[src/rtl/id_ex_fwd_stage_if.sv]
// rtl/id_ex_fwd_stage_if.sv - ID/EX boundary signal bundle (HAZARD_STATS_EN adds stats counters)
interface id_ex_fwd_stage_if #(
  parameter int DATA_W = 16,
  parameter int REG_W  = 4,
  parameter int OPC_W  = 4
);
  logic              id_valid;
  logic [OPC_W-1:0]  id_opcode;
  logic [REG_W-1:0]  id_dst;
  logic              id_rf_wr;
  logic [DATA_W-1:0] id_rdata1;
  logic [DATA_W-1:0] id_rdata2;
  logic              stall;
  logic              flush;
  logic              xx_reg1;
  logic              xx_reg2;
  logic              mx_reg1;
  logic              mx_reg2;
  logic [DATA_W-1:0] exmem_result;
  logic [DATA_W-1:0] memwb_result;
  logic              pc_hold;
  logic              ex_valid;
  logic [OPC_W-1:0]  ex_opcode;
  logic [REG_W-1:0]  ex_dst;
  logic              ex_rf_wr;
  logic [DATA_W-1:0] ex_opA;
  logic [DATA_W-1:0] ex_opB;
`ifdef HAZARD_STATS_EN
  logic [15:0]       stall_cnt;
  logic [15:0]       fwd_cnt;
`endif

  // ID stage / hazard unit side: drives decode and forwarding, observes EX
  modport master (
    output id_valid, id_opcode, id_dst, id_rf_wr, id_rdata1, id_rdata2,
    output stall, flush, xx_reg1, xx_reg2, mx_reg1, mx_reg2,
    output exmem_result, memwb_result,
`ifdef HAZARD_STATS_EN
    input  stall_cnt, fwd_cnt,
`endif
    input  pc_hold, ex_valid, ex_opcode, ex_dst, ex_rf_wr, ex_opA, ex_opB
  );

  // Pipeline stage side
  modport slave (
    input  id_valid, id_opcode, id_dst, id_rf_wr, id_rdata1, id_rdata2,
    input  stall, flush, xx_reg1, xx_reg2, mx_reg1, mx_reg2,
    input  exmem_result, memwb_result,
`ifdef HAZARD_STATS_EN
    output stall_cnt, fwd_cnt,
`endif
    output pc_hold, ex_valid, ex_opcode, ex_dst, ex_rf_wr, ex_opA, ex_opB
  );
endinterface

[src/rtl/id_ex_fwd_stage.sv]
// rtl/id_ex_fwd_stage.sv - ID/EX register with operand forwarding, stall bubbles and flush (HAZARD_STATS_EN adds counters)
module id_ex_fwd_stage #(
  parameter int DATA_W = 16,
  parameter int REG_W  = 4,
  parameter int OPC_W  = 4
) (
  input logic           clk,
  input logic           rst,
  id_ex_fwd_stage_if.slave bus
);

  logic              valid_q;
  logic [OPC_W-1:0]  opcode_q;
  logic [REG_W-1:0]  dst_q;
  logic              rf_wr_q;
  logic [DATA_W-1:0] rdata1_q;
  logic [DATA_W-1:0] rdata2_q;
  logic [1:0]        sel1_q;   // {xx, mx}
  logic [1:0]        sel2_q;   // {xx, mx}
  logic              bubble;
  logic [DATA_W-1:0] op_a;
  logic [DATA_W-1:0] op_b;

  // A stall or a flush both turn the next EX slot into a bubble
  assign bubble = bus.stall | bus.flush;

  // ID/EX register: reset dominates, then bubble, else capture ID
  always_ff @(posedge clk) begin
    if (rst || bubble) begin
      valid_q  <= 1'b0;
      opcode_q <= '0;
      dst_q    <= '0;
      rf_wr_q  <= 1'b0;
      rdata1_q <= '0;
      rdata2_q <= '0;
      sel1_q   <= 2'b00;
      sel2_q   <= 2'b00;
    end else begin
      valid_q  <= bus.id_valid;
      opcode_q <= bus.id_opcode;
      dst_q    <= bus.id_dst;
      rf_wr_q  <= bus.id_rf_wr & bus.id_valid;
      rdata1_q <= bus.id_rdata1;
      rdata2_q <= bus.id_rdata2;
      sel1_q   <= {bus.xx_reg1, bus.mx_reg1};
      sel2_q   <= {bus.xx_reg2, bus.mx_reg2};
    end
  end

  // Operand muxes: EX/MEM is the newer producer so it beats MEM/WB
  always_comb begin
    op_a = rdata1_q;
    op_b = rdata2_q;
    if (sel1_q[1])      op_a = bus.exmem_result;
    else if (sel1_q[0]) op_a = bus.memwb_result;
    if (sel2_q[1])      op_b = bus.exmem_result;
    else if (sel2_q[0]) op_b = bus.memwb_result;
  end

  // Flush overrides stall: redirected fetch must not be frozen
  assign bus.pc_hold   = bus.stall & ~bus.flush;
  assign bus.ex_valid  = valid_q;
  assign bus.ex_opcode = opcode_q;
  assign bus.ex_dst    = dst_q;
  assign bus.ex_rf_wr  = rf_wr_q & valid_q;
  assign bus.ex_opA    = op_a;
  assign bus.ex_opB    = op_b;

`ifdef HAZARD_STATS_EN
  logic [15:0] stall_cnt_q;
  logic [15:0] fwd_cnt_q;

  // Saturating hazard counters: held stalls and forwarded EX instructions
  always_ff @(posedge clk) begin
    if (rst) begin
      stall_cnt_q <= '0;
      fwd_cnt_q   <= '0;
    end else begin
      if (bus.stall && !bus.flush && stall_cnt_q != 16'hFFFF)
        stall_cnt_q <= stall_cnt_q + 16'd1;
      if (valid_q && (sel1_q != 2'b00 || sel2_q != 2'b00) && fwd_cnt_q != 16'hFFFF)
        fwd_cnt_q <= fwd_cnt_q + 16'd1;
    end
  end

  assign bus.stall_cnt = stall_cnt_q;
  assign bus.fwd_cnt   = fwd_cnt_q;
`endif

endmodule

[src/flat_wrapper.sv]
// flat-port wrapper written by rule: the top's interface ports become plain ports
module id_ex_fwd_stage_flat 
#(
  parameter int DATA_W = 16,
  parameter int REG_W  = 4,
  parameter int OPC_W  = 4
)
  (clk, rst, bus_id_valid, bus_id_opcode, bus_id_dst, bus_id_rf_wr, bus_id_rdata1, bus_id_rdata2, bus_stall, bus_flush, bus_xx_reg1, bus_xx_reg2, bus_mx_reg1, bus_mx_reg2, bus_exmem_result, bus_memwb_result, bus_pc_hold, bus_ex_valid, bus_ex_opcode, bus_ex_dst, bus_ex_rf_wr, bus_ex_opA, bus_ex_opB);
  id_ex_fwd_stage_if #(.DATA_W(DATA_W), .REG_W(REG_W), .OPC_W(OPC_W)) bus_i ();
  input logic clk;
  input logic rst;
  input wire logic [$bits(bus_i.id_valid)-1:0] bus_id_valid;
  input wire logic [$bits(bus_i.id_opcode)-1:0] bus_id_opcode;
  input wire logic [$bits(bus_i.id_dst)-1:0] bus_id_dst;
  input wire logic [$bits(bus_i.id_rf_wr)-1:0] bus_id_rf_wr;
  input wire logic [$bits(bus_i.id_rdata1)-1:0] bus_id_rdata1;
  input wire logic [$bits(bus_i.id_rdata2)-1:0] bus_id_rdata2;
  input wire logic [$bits(bus_i.stall)-1:0] bus_stall;
  input wire logic [$bits(bus_i.flush)-1:0] bus_flush;
  input wire logic [$bits(bus_i.xx_reg1)-1:0] bus_xx_reg1;
  input wire logic [$bits(bus_i.xx_reg2)-1:0] bus_xx_reg2;
  input wire logic [$bits(bus_i.mx_reg1)-1:0] bus_mx_reg1;
  input wire logic [$bits(bus_i.mx_reg2)-1:0] bus_mx_reg2;
  input wire logic [$bits(bus_i.exmem_result)-1:0] bus_exmem_result;
  input wire logic [$bits(bus_i.memwb_result)-1:0] bus_memwb_result;
  output wire logic [$bits(bus_i.pc_hold)-1:0] bus_pc_hold;
  output wire logic [$bits(bus_i.ex_valid)-1:0] bus_ex_valid;
  output wire logic [$bits(bus_i.ex_opcode)-1:0] bus_ex_opcode;
  output wire logic [$bits(bus_i.ex_dst)-1:0] bus_ex_dst;
  output wire logic [$bits(bus_i.ex_rf_wr)-1:0] bus_ex_rf_wr;
  output wire logic [$bits(bus_i.ex_opA)-1:0] bus_ex_opA;
  output wire logic [$bits(bus_i.ex_opB)-1:0] bus_ex_opB;
  assign bus_i.id_valid = bus_id_valid;
  assign bus_i.id_opcode = bus_id_opcode;
  assign bus_i.id_dst = bus_id_dst;
  assign bus_i.id_rf_wr = bus_id_rf_wr;
  assign bus_i.id_rdata1 = bus_id_rdata1;
  assign bus_i.id_rdata2 = bus_id_rdata2;
  assign bus_i.stall = bus_stall;
  assign bus_i.flush = bus_flush;
  assign bus_i.xx_reg1 = bus_xx_reg1;
  assign bus_i.xx_reg2 = bus_xx_reg2;
  assign bus_i.mx_reg1 = bus_mx_reg1;
  assign bus_i.mx_reg2 = bus_mx_reg2;
  assign bus_i.exmem_result = bus_exmem_result;
  assign bus_i.memwb_result = bus_memwb_result;
  assign bus_pc_hold = bus_i.pc_hold;
  assign bus_ex_valid = bus_i.ex_valid;
  assign bus_ex_opcode = bus_i.ex_opcode;
  assign bus_ex_dst = bus_i.ex_dst;
  assign bus_ex_rf_wr = bus_i.ex_rf_wr;
  assign bus_ex_opA = bus_i.ex_opA;
  assign bus_ex_opB = bus_i.ex_opB;
  id_ex_fwd_stage #(.DATA_W(DATA_W), .REG_W(REG_W), .OPC_W(OPC_W)) u_core (.clk(clk), .rst(rst), .bus(bus_i));
endmodule
[config.mk]
export PLATFORM = sky130hd
export DESIGN_NAME = id_ex_fwd_stage_flat
export DESIGN_NICKNAME = d
export VERILOG_FILES = /design/src/rtl/id_ex_fwd_stage_if.sv /design/src/rtl/id_ex_fwd_stage.sv /design/src/flat_wrapper.sv
export SDC_FILE = /design/constraint.sdc
export NUM_CORES = 1
export LEC_CHECK = 0
export BUFFER_PORTS_ARGS = -buffer_cell sky130_fd_sc_hd__buf_2
export CORE_MARGIN = 1.5
export CORE_UTILIZATION = 45
export DETAILED_ROUTE_END_ITERATION = 10
export PLACE_DENSITY = 0.84
export SETUP_SLACK_MARGIN = 0.1
export SKIP_CTS_REPAIR_TIMING = 1
export SLEW_MARGIN = 20
export SYNTH_ARGS = -nofsm -noshare
export SYNTH_HDL_FRONTEND = slang
export SYNTH_SLANG_ARGS = --single-unit
[constraint.sdc]
create_clock -name clk -period 2.8 [get_ports clk]
set_input_delay 0.56 -clock clk [delete_from_list [all_inputs] [get_ports clk]]
set_output_delay 0.56 -clock clk [all_outputs]
set_load 0.01 [all_outputs]
==> metrics.cfg, run 1 <==
[floorplanning]
die_area_mm2=0.00476
die_h_um=69.0
die_w_um=69.0
io_pins=125
start_util=0.479
rows=23
core-area_mm2=0.00409

[cts]
htree_levels=2
clock_path_buffers=2
cts_tree=yes
clockRootBuffer=clkbuf_8
clk_pin_slew_ns=0.09
cts_sinks=46
numCtsBuffers=5

[critical_path]
crit_start=u_core.sel2_q[0]$_SDFF_PP0_
path_max_fanout=11
cp_num_cells=4
end_kind=output port
crit_required_ns=2.24
path_cells=buf_4 > mux2i_1 > o21ai_0 > buf_2
startpoint_type=flop
crit_slowest_cell=dfxtp_1
cp.arrival_ns=1.59
critPathCapture=bus_ex_opB[4]
cp_num_buf_inv=2
critPathMaxStageDelay_ns=0.52
crit_family=flip-flops
worstSetupPathType=reg -> out

[global_routing]
grt_first_pass_wirelength_mm=6.82
gr-usage-all-layers=0.201
grt-busiest-layer=met2
grt_pass1_vias=1659
use_met1=0.197
antenna_found_initial=0
grt_util_met3=0.0877
grt-ovfl-total=0
grt_max_degree=45
gr-usage-met2=0.375

[placement]
numPortBuffers=124
hpwl_mm=3.55
place_congestion=0.773

[timing]
fmax_mhz=466
worst_pin_slew_ns=0.492
fin_crit_sh=0.767
slew_viol_final=0
rsz0062_at_grt=false
tns_ns=0
relSlewSlack=0.672
setup_viol=0
whs_ns=0.469
hold_viol_final=0
fin_crit_ns=2.15

[pwr]
combPwrFrac=0.116
powerDensity_mw_per_mm2=520
ir_drop_mv=0.414
leakage_uw=0.00131
seq_power_share=0.474
power_frac_clock=0.411
p_int_uw=1140
power.switching_uw=292
swShare=0.204

[cells_and_area]
drive_gt1_frac=0.503
syn_to_final_growth_pct=40.6
diodes=0
nets=409

[detailed_routing]
vias=1782
drc=0
postRouteAntennaNets=0
drt_iter0_drc=54
drtPass1Iterations=4
wl_per_cell_um=12.4
drt_wl_total_mm=4.70
viasPerCell=4.71

[logic_synthesis]
synth_cells=205
yosysUniqueCellTypes=13
yosysSeqAreaShare=0.470
ys_ff_latch=46
synthesis.area_mm2=0.00196
synth_nets=287
ys_warn_count=0
syn_avg_cell_area_um2=9.56

[hold_path]
min_from=bus_id_rdata1[1]
hold_path_class=in -> reg

[run_status]
status=complete, no violations

[flow_run]
cap_violations=0

Yosys cell counts:
cell	count	share of area
dfxtp_1	46	0.47
mux2i_1	32	0.16
nand2_1	32	0.061
o21ai_0	32	0.082
and2_2	26	0.10
and2_1	20	0.064
clkbuf_1	6	0.011
clkbuf_2	4	0.010
buf_4	2	0.0077
buf_6	2	0.011
nor2b_1	1	0.0032
nor3_4	1	0.0083
nor4b_2	1	0.0077
state kept, by name, summed over array words and instances (netlist names):
| signal | flops |
|---|---|
| u_core.bus.ex_dst | 4 |
| u_core.bus.ex_opcode | 4 |
| u_core.bus.ex_valid | 1 |
| u_core.rdata1_q | 16 |
| u_core.rdata2_q | 16 |
| u_core.rf_wr_q | 1 |
| u_core.sel1_q | 2 |
| u_core.sel2_q | 2 |
final cells by class:
type                            count  area, um^2
Tap cell                           50        62.6
Timing Repair Buffer              129         671
Clock buffer                        6        82.6
Sequential cell                    46         921
Multi-Input combinational cell    145         958
Fill cell                         353        1330
Clock inverter                      2        60.1
per-stage QoR:
stage	util	cell area [um^2]	power (uW)	std cells	setup WS, ns
after floorplan	-	1960	764	205	1.27
after global placement	0.639	2610	857	370	0.972
after detailed placement	0.639	2610	862	370	0.940
after CTS	0.674	2760	1450	378	0.623
after global routing	0.674	2760	1510	378	0.531
final	0.674	2760	1430	378	0.653
cells by family (layout without fill, tap and decap cells):
kind of cell,count (synthesis),in the layout,synth area share
simple gates,81,81,0.244
flops,46,46,0.470
compound gates,32,32,0.0817
mux,32,32,0.163
buf+inv,14,137,0.0409
layer usage:
metal,up-vias,share of wire
met5,-,0
met4,0,0.0087
met3,4,0.10
met2,85,0.51
met1,777,0.38
li1,916,-
power groups by stage:
stage | logic, uW | registers (uW) | clock network [uW]
finish | 166 | 679 | 589
global route | 186 | 681 | 641
CTS | 168 | 679 | 602
detailed placement | 167 | 695 | 0
global placement | 163 | 694 | 0
floorplan | 71.7 | 692 | 0
how the worst min path moves through the flow:
stage / cells past startpoint / end / slack (ns)
after floorplan: 1 / u_core.bus.ex_valid$_SDFF_PP0_ / 0.64
after detailed placement: 2 / u_core.bus.ex_opcode[3]$_SDFF_PP0_ / 0.76
after CTS: 2 / u_core.bus.ex_opcode[3]$_SDFF_PP0_ / 0.46
after global placement: 2 / u_core.rdata2_q[11]$_SDFF_PP0_ / 0.76
after global routing: 2 / u_core.rdata2_q[11]$_SDFF_PP0_ / 0.45
final: 2 / u_core.rdata1_q[1]$_SDFF_PP0_ / 0.47
placed cells by master (no fill, tap or decap):
master and count:
nor3_4 1, and2_1 20, mux2i_1 32, nor4b_2 1, buf_4 4, o21ai_0 32, and2_2 26, dfxtp_1 46
nand2_1 32, clkbuf_8 6, buf_2 124, bufinv_16 2, buf_12 1, nor2b_1 1
No activity file was read; power rests on OpenSTA's default activity.
==> run 2, diff against run 1 <==
--- a/config.mk
+++ b/config.mk
@@ -7,9 +7,9 @@
 export LEC_CHECK = 0
 export BUFFER_PORTS_ARGS = -buffer_cell sky130_fd_sc_hd__buf_2
 export CORE_MARGIN = 1.5
-export CORE_UTILIZATION = 45
+export CORE_UTILIZATION = 38
 export DETAILED_ROUTE_END_ITERATION = 10
-export PLACE_DENSITY = 0.84
+export PLACE_DENSITY = 0.76
 export SETUP_SLACK_MARGIN = 0.1
 export SKIP_CTS_REPAIR_TIMING = 1
 export SLEW_MARGIN = 20
==> constraint.sdc (replaced) <==
create_clock -name clk -period 1.74 [get_ports clk]
set_input_delay 0.348 -clock clk [delete_from_list [all_inputs] [get_ports clk]]
set_output_delay 0.348 -clock clk [all_outputs]
set_load 0.01 [all_outputs]
==> metrics.cfg, run 2 (synthesis gave the netlist of run 1 again) <==
[critical_path]
crit_required_ns=1.39
startpoint_type=flop
cp.arrival_ns=1.25
end_kind=output port
worstSetupPathType=reg -> out
path_max_fanout=6

[hold_path]
min_to=u_core.bus.ex_opcode[3]$_SDFF_PP0_
min_from=bus_id_opcode[3]
hold_path_class=in -> reg
whs_path_depth=2

[pwr]
powerDensity_mw_per_mm2=755
leakage_uw=0.00133
ir_drop_mv=0.561

[global_routing]
antenna_found_initial=0
grt_pass1_vias=1564
grt-ovfl-total=0
gr-usage-all-layers=0.157
grt_max_degree=30
grt_first_pass_wirelength_mm=6.49

[detailed_routing]
postRouteAntennaNets=0
wl_per_cell_um=11.4
drtPass1Iterations=4
drc=0
drt_iter0_drc=34
viasPerCell=4.38
drt_wl_total_mm=4.58
vias=1755

[cells_and_area]
n_fill_cell=429
regArea_um2=928
final_util=0.582
multi_input_area_um2=958
diodes=0
nets=415
layout_commonest_cell=buf_2
largestRegisters=u_core.rdata1_q (16), u_core.rdata2_q (16)
fin_area_mm2=0.00282
drive_gt1_frac=0.512
syn_to_final_growth_pct=44.1
final_cell_mix=124 x buf_2, 44 x dfxtp_1, 32 x mux2i_1, 32 x nand2_1, 26 x and2_2
stdcell_count=401

[cts]
clock_path_buffers=2
clk_pin_slew_ns=0.08
htree_levels=2
cts_tree=yes
numCtsBuffers=5
clockRootBuffer=clkbuf_8
cts_sinks=46

[floorplanning]
start_util=0.404
die_w_um=74.8
core-area_mm2=0.00485
io_pins=125
die_area_mm2=0.00560
die_h_um=74.8
rows=25

[timing]
fin_crit_ns=1.60
rsz0062_at_grt=true
setup_viol=0
hold_viol_final=0
slew_viol_final=0
relSlewSlack=0.813
fmax_mhz=624
tns_ns=0
finalWorstSetupSlack_ns=0.138
fin_crit_sh=0.920
worst_pin_slew_ns=0.279

[placement]
pre_cts_slack_ns=0.401
place_congestion=0.817
hpwl_mm=3.56
dpl.cell_count=392
numPortBuffers=124
dpl_cell_area_mm2=0.00266

[flow_run]
cap_violations=0

[run_status]
status=complete, no violations

[run 2: final cells by class]
cell class,instances,area share
Multi-Input combinational cell,145,0.340
Sequential cell,46,0.329
Timing Repair Buffer,135,0.264
Tap cell,67,0.0297
Clock buffer,7,0.0270
Clock inverter,1,0.0106
[run 2: power by group]
part | leakage, uW | switching, uW | internal [uW]
Sequential | 0.000376 | 8.92 | 1080
Clock | 0.0000524 | 334 | 430
Combinational | 0.000904 | 127 | 155
Total | 0.00133 | 470 | 1660
[run 2: worst max path at each step]
stage / startpoint / slack (ns) / end
final: u_core.sel1_q[0]$_SDFF_PP0_ / 0.14 / bus_ex_opA[1]
after global routing: u_core.sel1_q[0]$_SDFF_PP0_ / 0.07 / bus_ex_opA[2]
after CTS: u_core.sel1_q[0]$_SDFF_PP0_ / 0.06 / bus_ex_opA[8]
after detailed placement: u_core.sel1_q[0]$_SDFF_PP0_ / 0.40 / bus_ex_opA[8]
after global placement: u_core.sel1_q[0]$_SDFF_PP0_ / 0.43 / bus_ex_opA[14]
after floorplan: u_core.sel1_q[0]$_SDFF_PP0_ / 0.42 / bus_ex_opA[10]
[run 2: per-stage QoR]
step           hold WS [ns]  power, uW
5_1_grt               0.235       2240
3_5_place_dp          0.551       1390
2_1_floorplan         0.423       1230
6_report              0.245       2130
3_3_place_gp          0.548       1380
4_1_cts               0.241       2150
[run 2: per-layer routing]
metal / global-route usage / share of wire / vias to the layer above
li1: - / - / 925
met1: 0.152 / 0.38 / 751
met2: 0.297 / 0.52 / 73
met3: 0.0656 / 0.087 / 6
met4: 0.0606 / 0.011 / 0
met5: 0 / 0 / -
[run 2: worst max-delay path, stage by stage (launching register included)]
cell	delay [ns]
dfxtp_4	0.37
buf_8	0.14
mux2i_1	0.11
o21ai_0	0.17
buf_2	0.16
